==> src/rtl/ctrl_decode_stage.sv <==
// rtl/ctrl_decode_stage.sv - pipelined opcode decode stage with ID/EX register and hazard control
//
// Decodes the 6-bit primary opcode into the datapath control bundle and
// registers it at the ID/EX boundary. It inserts bubbles for load-use
// hazards, jump shadows, flushes and idle input cycles. It holds the output
// register while the downstream stage stalls.
//
// Ports:
//   clk       - clock, all state updates on the rising edge
//   res       - synchronous active-high reset
//   in_valid  - upstream instruction fields are valid
//   in_ready  - stage accepts the instruction this cycle (combinational)
//   opcode    - instruction[31:26]
//   rs/rt/rd  - register specifiers from the instruction
//   stall_in  - downstream not ready, hold the output register
//   flush     - taken branch resolved in EX, squash this stage
//   out_valid - registered bundle holds a real instruction
//   ALUOp, RegDest, RegWrite, ALUSrc, MemRead, MemWrite, MemToReg,
//   Branch, Jump, out_dst, illegal - registered decode results
module ctrl_decode_stage #(
  parameter int ALUOP_W        = 3,
  parameter int REG_ADDR_W     = 5,
  parameter int JUMP_BUBBLES   = 1,
  parameter int LOAD_USE_STALL = 1
) (
  input  logic                  clk,
  input  logic                  res,
  input  logic                  in_valid,
  output logic                  in_ready,
  input  logic [5:0]            opcode,
  input  logic [REG_ADDR_W-1:0] rs,
  input  logic [REG_ADDR_W-1:0] rt,
  input  logic [REG_ADDR_W-1:0] rd,
  input  logic                  stall_in,
  input  logic                  flush,
  output logic                  out_valid,
  output logic [ALUOP_W-1:0]    ALUOp,
  output logic                  RegDest,
  output logic                  RegWrite,
  output logic                  ALUSrc,
  output logic                  MemRead,
  output logic                  MemWrite,
  output logic                  MemToReg,
  output logic                  Branch,
  output logic                  Jump,
  output logic [REG_ADDR_W-1:0] out_dst,
  output logic                  illegal
);

  localparam logic [5:0] OP_RTYPE = 6'b000000;
  localparam logic [5:0] OP_LW    = 6'b100011;
  localparam logic [5:0] OP_SW    = 6'b101011;
  localparam logic [5:0] OP_BEQ   = 6'b000100;
  localparam logic [5:0] OP_J     = 6'b000010;
  localparam logic [5:0] OP_ADDI  = 6'b001000;
  localparam logic [5:0] OP_ANDI  = 6'b001100;
  localparam logic [5:0] OP_ORI   = 6'b001101;
  localparam logic [5:0] OP_XORI  = 6'b001110;
  localparam logic [5:0] OP_ADDIU = 6'b001001;

  // Control bit positions: RegDest RegWrite ALUSrc MemRead MemWrite MemToReg Branch Jump
  localparam int C_MEMREAD = 4;

  typedef enum logic {ST_RUN, ST_JBUB} state_t;

  state_t                 state_q, state_d;
  logic [2:0]             cnt_q, cnt_d;
  logic                   valid_q, valid_d;
  logic [ALUOP_W-1:0]     alu_q, alu_d;
  logic [7:0]             ctrl_q, ctrl_d;
  logic [REG_ADDR_W-1:0]  dst_q, dst_d;
  logic                   ill_q, ill_d;

  logic [2:0]             dec_alu;
  logic [7:0]             dec_ctrl;
  logic [REG_ADDR_W-1:0]  dec_dst;
  logic                   dec_ill;
  logic                   reads_rt;
  logic                   hazard;

  always_comb begin
    dec_alu  = 3'b000;
    dec_ctrl = 8'b0000_0000;
    dec_dst  = '0;
    dec_ill  = 1'b0;
    unique case (opcode)
      OP_RTYPE: begin dec_alu = 3'b010; dec_ctrl = 8'b1100_0000; dec_dst = rd; end
      OP_LW:    begin dec_alu = 3'b000; dec_ctrl = 8'b0111_0100; dec_dst = rt; end
      OP_SW:    begin dec_alu = 3'b000; dec_ctrl = 8'b0010_1000; end
      OP_BEQ:   begin dec_alu = 3'b001; dec_ctrl = 8'b0000_0010; end
      OP_J:     begin dec_alu = 3'b000; dec_ctrl = 8'b0000_0001; end
      OP_ADDI:  begin dec_alu = 3'b000; dec_ctrl = 8'b0110_0000; dec_dst = rt; end
      OP_ANDI:  begin dec_alu = 3'b011; dec_ctrl = 8'b0110_0000; dec_dst = rt; end
      OP_ORI:   begin dec_alu = 3'b100; dec_ctrl = 8'b0110_0000; dec_dst = rt; end
      OP_XORI:  begin dec_alu = 3'b110; dec_ctrl = 8'b0110_0000; dec_dst = rt; end
      OP_ADDIU: begin dec_alu = 3'b111; dec_ctrl = 8'b0110_0000; dec_dst = rt; end
      default:  dec_ill = 1'b1;
    endcase
  end

  // Only R-type, beq and sw actually read rt as a source; for the other
  // formats rt is a destination and cannot create a load-use dependency.
  assign reads_rt = (opcode == OP_RTYPE) || (opcode == OP_BEQ) || (opcode == OP_SW);

  assign hazard = (LOAD_USE_STALL != 0) && valid_q && ctrl_q[C_MEMREAD] &&
                  (dst_q != '0) && ((dst_q == rs) || ((dst_q == rt) && reads_rt));

  assign in_ready = (state_q == ST_RUN) && !stall_in && !flush && !hazard;

  always_comb begin
    state_d = state_q;
    cnt_d   = cnt_q;
    valid_d = valid_q;
    alu_d   = alu_q;
    ctrl_d  = ctrl_q;
    dst_d   = dst_q;
    ill_d   = ill_q;
    if (flush) begin
      state_d = ST_RUN;
      cnt_d   = 3'd0;
      valid_d = 1'b0; alu_d = '0; ctrl_d = '0; dst_d = '0; ill_d = 1'b0;
    end else if (stall_in) begin
      // hold everything, including the bubble counter
    end else if (state_q == ST_JBUB) begin
      valid_d = 1'b0; alu_d = '0; ctrl_d = '0; dst_d = '0; ill_d = 1'b0;
      cnt_d   = cnt_q - 3'd1;
      if (cnt_q <= 3'd1) begin
        state_d = ST_RUN;
        cnt_d   = 3'd0;
      end
    end else if (in_valid && in_ready) begin
      valid_d = 1'b1;
      alu_d   = ALUOP_W'(dec_alu);
      ctrl_d  = dec_ctrl;
      dst_d   = dec_dst;
      ill_d   = dec_ill;
      if ((opcode == OP_J) && (JUMP_BUBBLES > 0)) begin
        state_d = ST_JBUB;
        cnt_d   = 3'(JUMP_BUBBLES);
      end
    end else begin
      // hazard or idle input: load a bubble
      valid_d = 1'b0; alu_d = '0; ctrl_d = '0; dst_d = '0; ill_d = 1'b0;
    end
  end

  always_ff @(posedge clk) begin
    if (res) begin
      state_q <= ST_RUN;
      cnt_q   <= 3'd0;
      valid_q <= 1'b0;
      alu_q   <= '0;
      ctrl_q  <= '0;
      dst_q   <= '0;
      ill_q   <= 1'b0;
    end else begin
      state_q <= state_d;
      cnt_q   <= cnt_d;
      valid_q <= valid_d;
      alu_q   <= alu_d;
      ctrl_q  <= ctrl_d;
      dst_q   <= dst_d;
      ill_q   <= ill_d;
    end
  end

  assign out_valid = valid_q;
  assign ALUOp     = alu_q;
  assign RegDest   = ctrl_q[7];
  assign RegWrite  = ctrl_q[6];
  assign ALUSrc    = ctrl_q[5];
  assign MemRead   = ctrl_q[4];
  assign MemWrite  = ctrl_q[3];
  assign MemToReg  = ctrl_q[2];
  assign Branch    = ctrl_q[1];
  assign Jump      = ctrl_q[0];
  assign out_dst   = dst_q;
  assign illegal   = ill_q;

endmodule

==> config.mk <==
export PLATFORM = sky130hd
export DESIGN_NAME = ctrl_decode_stage
export DESIGN_NICKNAME = d
export VERILOG_FILES = /design/src/rtl/ctrl_decode_stage.sv
export SDC_FILE = /design/constraint.sdc
export NUM_CORES = 1
export LEC_CHECK = 0
export CELL_PAD_IN_SITES_DETAIL_PLACEMENT = 1
export CELL_PAD_IN_SITES_GLOBAL_PLACEMENT = 2
export CORE_MARGIN = 1
export CORE_UTILIZATION = 27
export CTS_CLUSTER_SIZE = 8
export DETAILED_ROUTE_END_ITERATION = 7
export GPL_ROUTABILITY_DRIVEN = 0
export GPL_TIMING_DRIVEN = 0
export MAX_ROUTING_LAYER = met4
export PLACE_DENSITY_LB_ADDON = 0.1
export SYNTH_ARGS = -nofsm -noshare
export SYNTH_HDL_FRONTEND = slang
export SYNTH_SLANG_ARGS = --single-unit
==> constraint.sdc <==
create_clock -name clk -period 4.55 [get_ports clk]
set_clock_uncertainty 0.15 [all_clocks]
set_input_delay 0.6825 -clock clk [delete_from_list [all_inputs] [get_ports clk]]
set_output_delay 0.6825 -clock clk [all_outputs]
set_load 0.02 [all_outputs]
==> results.txt <==
status - completed
upper clock frequency limit - 265 MHz
Avg Vias per Cell - 5.31
largest net degree at the start of global routing - 13
synth warn - 0
Final nets - 210
Core ar. - 4350 sq um
Async SR Flop Fraction - 0
post-cts hold buffer count - 0
DR pass1 iterations - 4
Syn Std Cell Area - 1220 sq um
WHS - 326 ps
cell chain of the critical path - clkdlybuf4s50_1 -> clkbuf_1 -> nor4_1 -> a21oi_1 -> nor3_1 -> a21oi_4 -> buf_6 -> clkdlybuf4s50_1
RSZ-0062 raised after global routing - no
Pint - 0.279 mW
Slew HR - 0.615
fill cell count - 507
# setup viols final - 0
root buffer cell - clkbuf_8
CP dominant cell by count - clkdlybuf4s50_1
Worst Setup SP - opcode[3]
remaining antenna violation count - 0
Tot GR Track Use - 0.166
maximum fanout along the worst path - 10
Netlist cell types - 42
die footprint - 4790 sq um
Syn Inst Count - 134
die height - 69.2 um
Initial Util - 0.280
NetSw - 0.0990 mW
Residual DRC - 0
Leakage - 0.616 nW
drt wl/cell - 15.8 um
Vias - 1237
Post-CTS Setup Repair Bufs - 0
CP required - 3720 ps
CTS resizes - 0
post-route insts no fill - 233
number of flops mapped to enable cells by yosys - 0
final WL - 3670 um
WP buf/inv - 4
synthesized net count - 162
GR Overflow Total - 0
Synth Flop Type - dfxtp_1
Yosys reg bits - 21
worst slew pin tran - 578 ps
CTS sink cnt - 21
clk buf depth - 2
Worst setup SP type - primary input
post-detailed-placement half-perimeter wirelength - 2870 um
max_cap viols - 0
TritonCTS clock tree - yes
CP Data Arrival Time - 2950 ps
clk_lat worst skew - 270 ps
critical path class - primary input to primary output
critical path's largest stage delay - 620 ps
Reg power frac - 0.488
CP Capture Type - primary output
layout cells sized above 1 - 0.0829
vias in the first global route - 1279
syn avg cell area - 9.09 sq um
CTS Buf Count - 3
Final Hold Violating Endpoints - 0
Final Max Slew Viols - 0
R2R Path Start - out_dst[0]
Crit path max-delay family - buffers and inverters
Syn-to-layout area delta - 44.5%
CTS clock-pin slew for the worst setup and hold paths - 90 ps
die width - 69.2 um
CP max-delay cell - clkdlybuf4s50_1
port buffer count - 43
power per cell area - 215 nW/um^2
CTS H-tree depth - 1
switching part of the total power - 0.262
initial drt markers - 15
row cnt - 24
VDD IR max - 0.0883 mV
Comb pwr share - 0.170
sequential cell area fraction in the yosys report - 0.345
clock share of power - 0.342
Tcrit/Tclk final - 0.830
final setup TNS - 0 ps
Pwr Total - 0.378 mW
first-pass GRT wire length - 6180 um
Period minus WS final - 3780 ps
Min-Delay Path Class - register to register
# diodes - 0
initial antenna violation count - 0
I/O pins - 45
hold_sp - ALUOp[2]
placed cell count - 229
==> logic make-up (layout without fill, tap and decap cells) <==
kind of cell    after synthesis  in the layout  synth area share
compound gates               39             39             0.270
simple gates                 49             49             0.232
buf+inv                      11             58            0.0452
mux                           1              1           0.00821
fa+ha+maj                     2              2            0.0205
flops                        21             21             0.345
xor+xnor                     11             11            0.0791
==> final cells by class <==
type / count / area (sq um) / area share
Sequential cell: 21 / 420 / 0.239
Inverter: 3 / 11.3 / 0.00640
Multi-Input combinational cell: 102 / 743 / 0.422
Tap cell: 52 / 65.1 / 0.0370
Clock inverter: 1 / 5.00 / 0.00284
Clock buffer: 3 / 41.3 / 0.0235
Timing Repair Buffer: 43 / 430 / 0.244
Buffer: 8 / 43.8 / 0.0249
==> power groups by stage <==
| stage | registers (mW) | clock network [mW] | logic [mW] |
|---|---|---|---|
| 6_report | 0.185 | 0.129 | 0.0642 |
| 5_1_grt | 0.185 | 0.143 | 0.0699 |
| 4_1_cts | 0.185 | 0.137 | 0.0647 |
| 3_5_place_dp | 0.189 | 0 | 0.0643 |
| 3_3_place_gp | 0.189 | 0 | 0.0636 |
| 2_1_floorplan | 0.190 | 0 | 0.0278 |
==> worst reg2reg max path: cells and delay by family (launching register included) <==
family                 cells  cell delay [ps]
AO/OA/AOI/OAI              4              750
buffers and inverters      1              200
flip-flops                 1              370
AND/OR/NAND/NOR            1              570
==> worst paths after layout <==
check	end	slack (ps)	cells past startpoint
max	in_ready	770	8
min	ALUOp[2]	330	1
max reg2reg	out_dst[1]	2460	6
min reg2reg	ALUOp[2]	330	1
==> Yosys cell counts (2+ instances only) <==
| library cell | instances | area [sq um] |
|---|---|---|
| a21oi_1 | 5 | 25.0 |
| a22o_1 | 9 | 78.8 |
| a32o_1 | 12 | 120 |
| and2_1 | 2 | 12.5 |
| and3_1 | 2 | 12.5 |
| buf_1 | 2 | 7.51 |
| buf_2 | 2 | 10.0 |
| clkbuf_1 | 2 | 7.51 |
| dfxtp_1 | 21 | 420 |
| ha_1 | 2 | 25.0 |
| inv_1 | 3 | 11.3 |
| nand2_1 | 9 | 33.8 |
| nand2b_1 | 3 | 18.8 |
| nor2_1 | 6 | 22.5 |
| nor2b_1 | 7 | 43.8 |
| nor3_1 | 4 | 20.0 |
| nor4_1 | 3 | 18.8 |
| o21ai_0 | 4 | 20.0 |
| or2_2 | 2 | 12.5 |
| or3_1 | 2 | 12.5 |
| or4_1 | 2 | 15.0 |
| xnor2_1 | 7 | 61.3 |
| xor2_1 | 4 | 35.0 |
==> through the flow <==
| step | cell area, sq um | utilization | setup slack, ps |
|---|---|---|---|
| 2_1_floorplan | 1220 | - | 1990 |
| 3_3_place_gp | 1710 | 0.394 | 819 |
| 3_5_place_dp | 1710 | 0.394 | 797 |
| 4_1_cts | 1760 | 0.404 | 788 |
| 5_1_grt | 1760 | 0.404 | 636 |
| 6_report | 1760 | 0.404 | 771 |
==> layout by cell type (no fill, tap or decap), types with 2 or more instances in the layout <==
cell             synthesis  routed
a32o_1                  12      12
clkbuf_1                 2       2
nor4_1                   3       3
nand2b_1                 3       3
buf_1                    2       2
o21ai_0                  4       4
xnor2_1                  7       7
nand2_1                  9       9
or3_1                    2       2
nor2_1                   6       6
a22o_1                   9       9
ha_1                     2       2
inv_1                    3       3
or4_1                    2       2
xor2_1                   4       4
nor2b_1                  7       7
or2_2                    2       2
nor3_1                   4       4
buf_2                    2       2
clkdlybuf4s50_1          0      43
and2_1                   2       2
dfxtp_1                 21      21
and3_1                   2       2
clkbuf_8                 0       3
a21oi_1                  5       5
==> flip-flops by register name, indices dropped and copies added (netlist names) <==
name / cells
cnt_q: 3
illegal: 1
ALUOp: 3
state_q: 1
ctrl_q: 7
out_valid: 1
out_dst: 5
==> routing by layer <==
metal  global-route usage  vias up  wire length (um)
met5                    -        -                 0
met1                0.200      605              1700
li1                     -      601                 -
met4               0.0476        0                44
met3               0.0378        5               165
met2                0.275       26              1760
No activity file was read; power rests on OpenSTA's default activity.
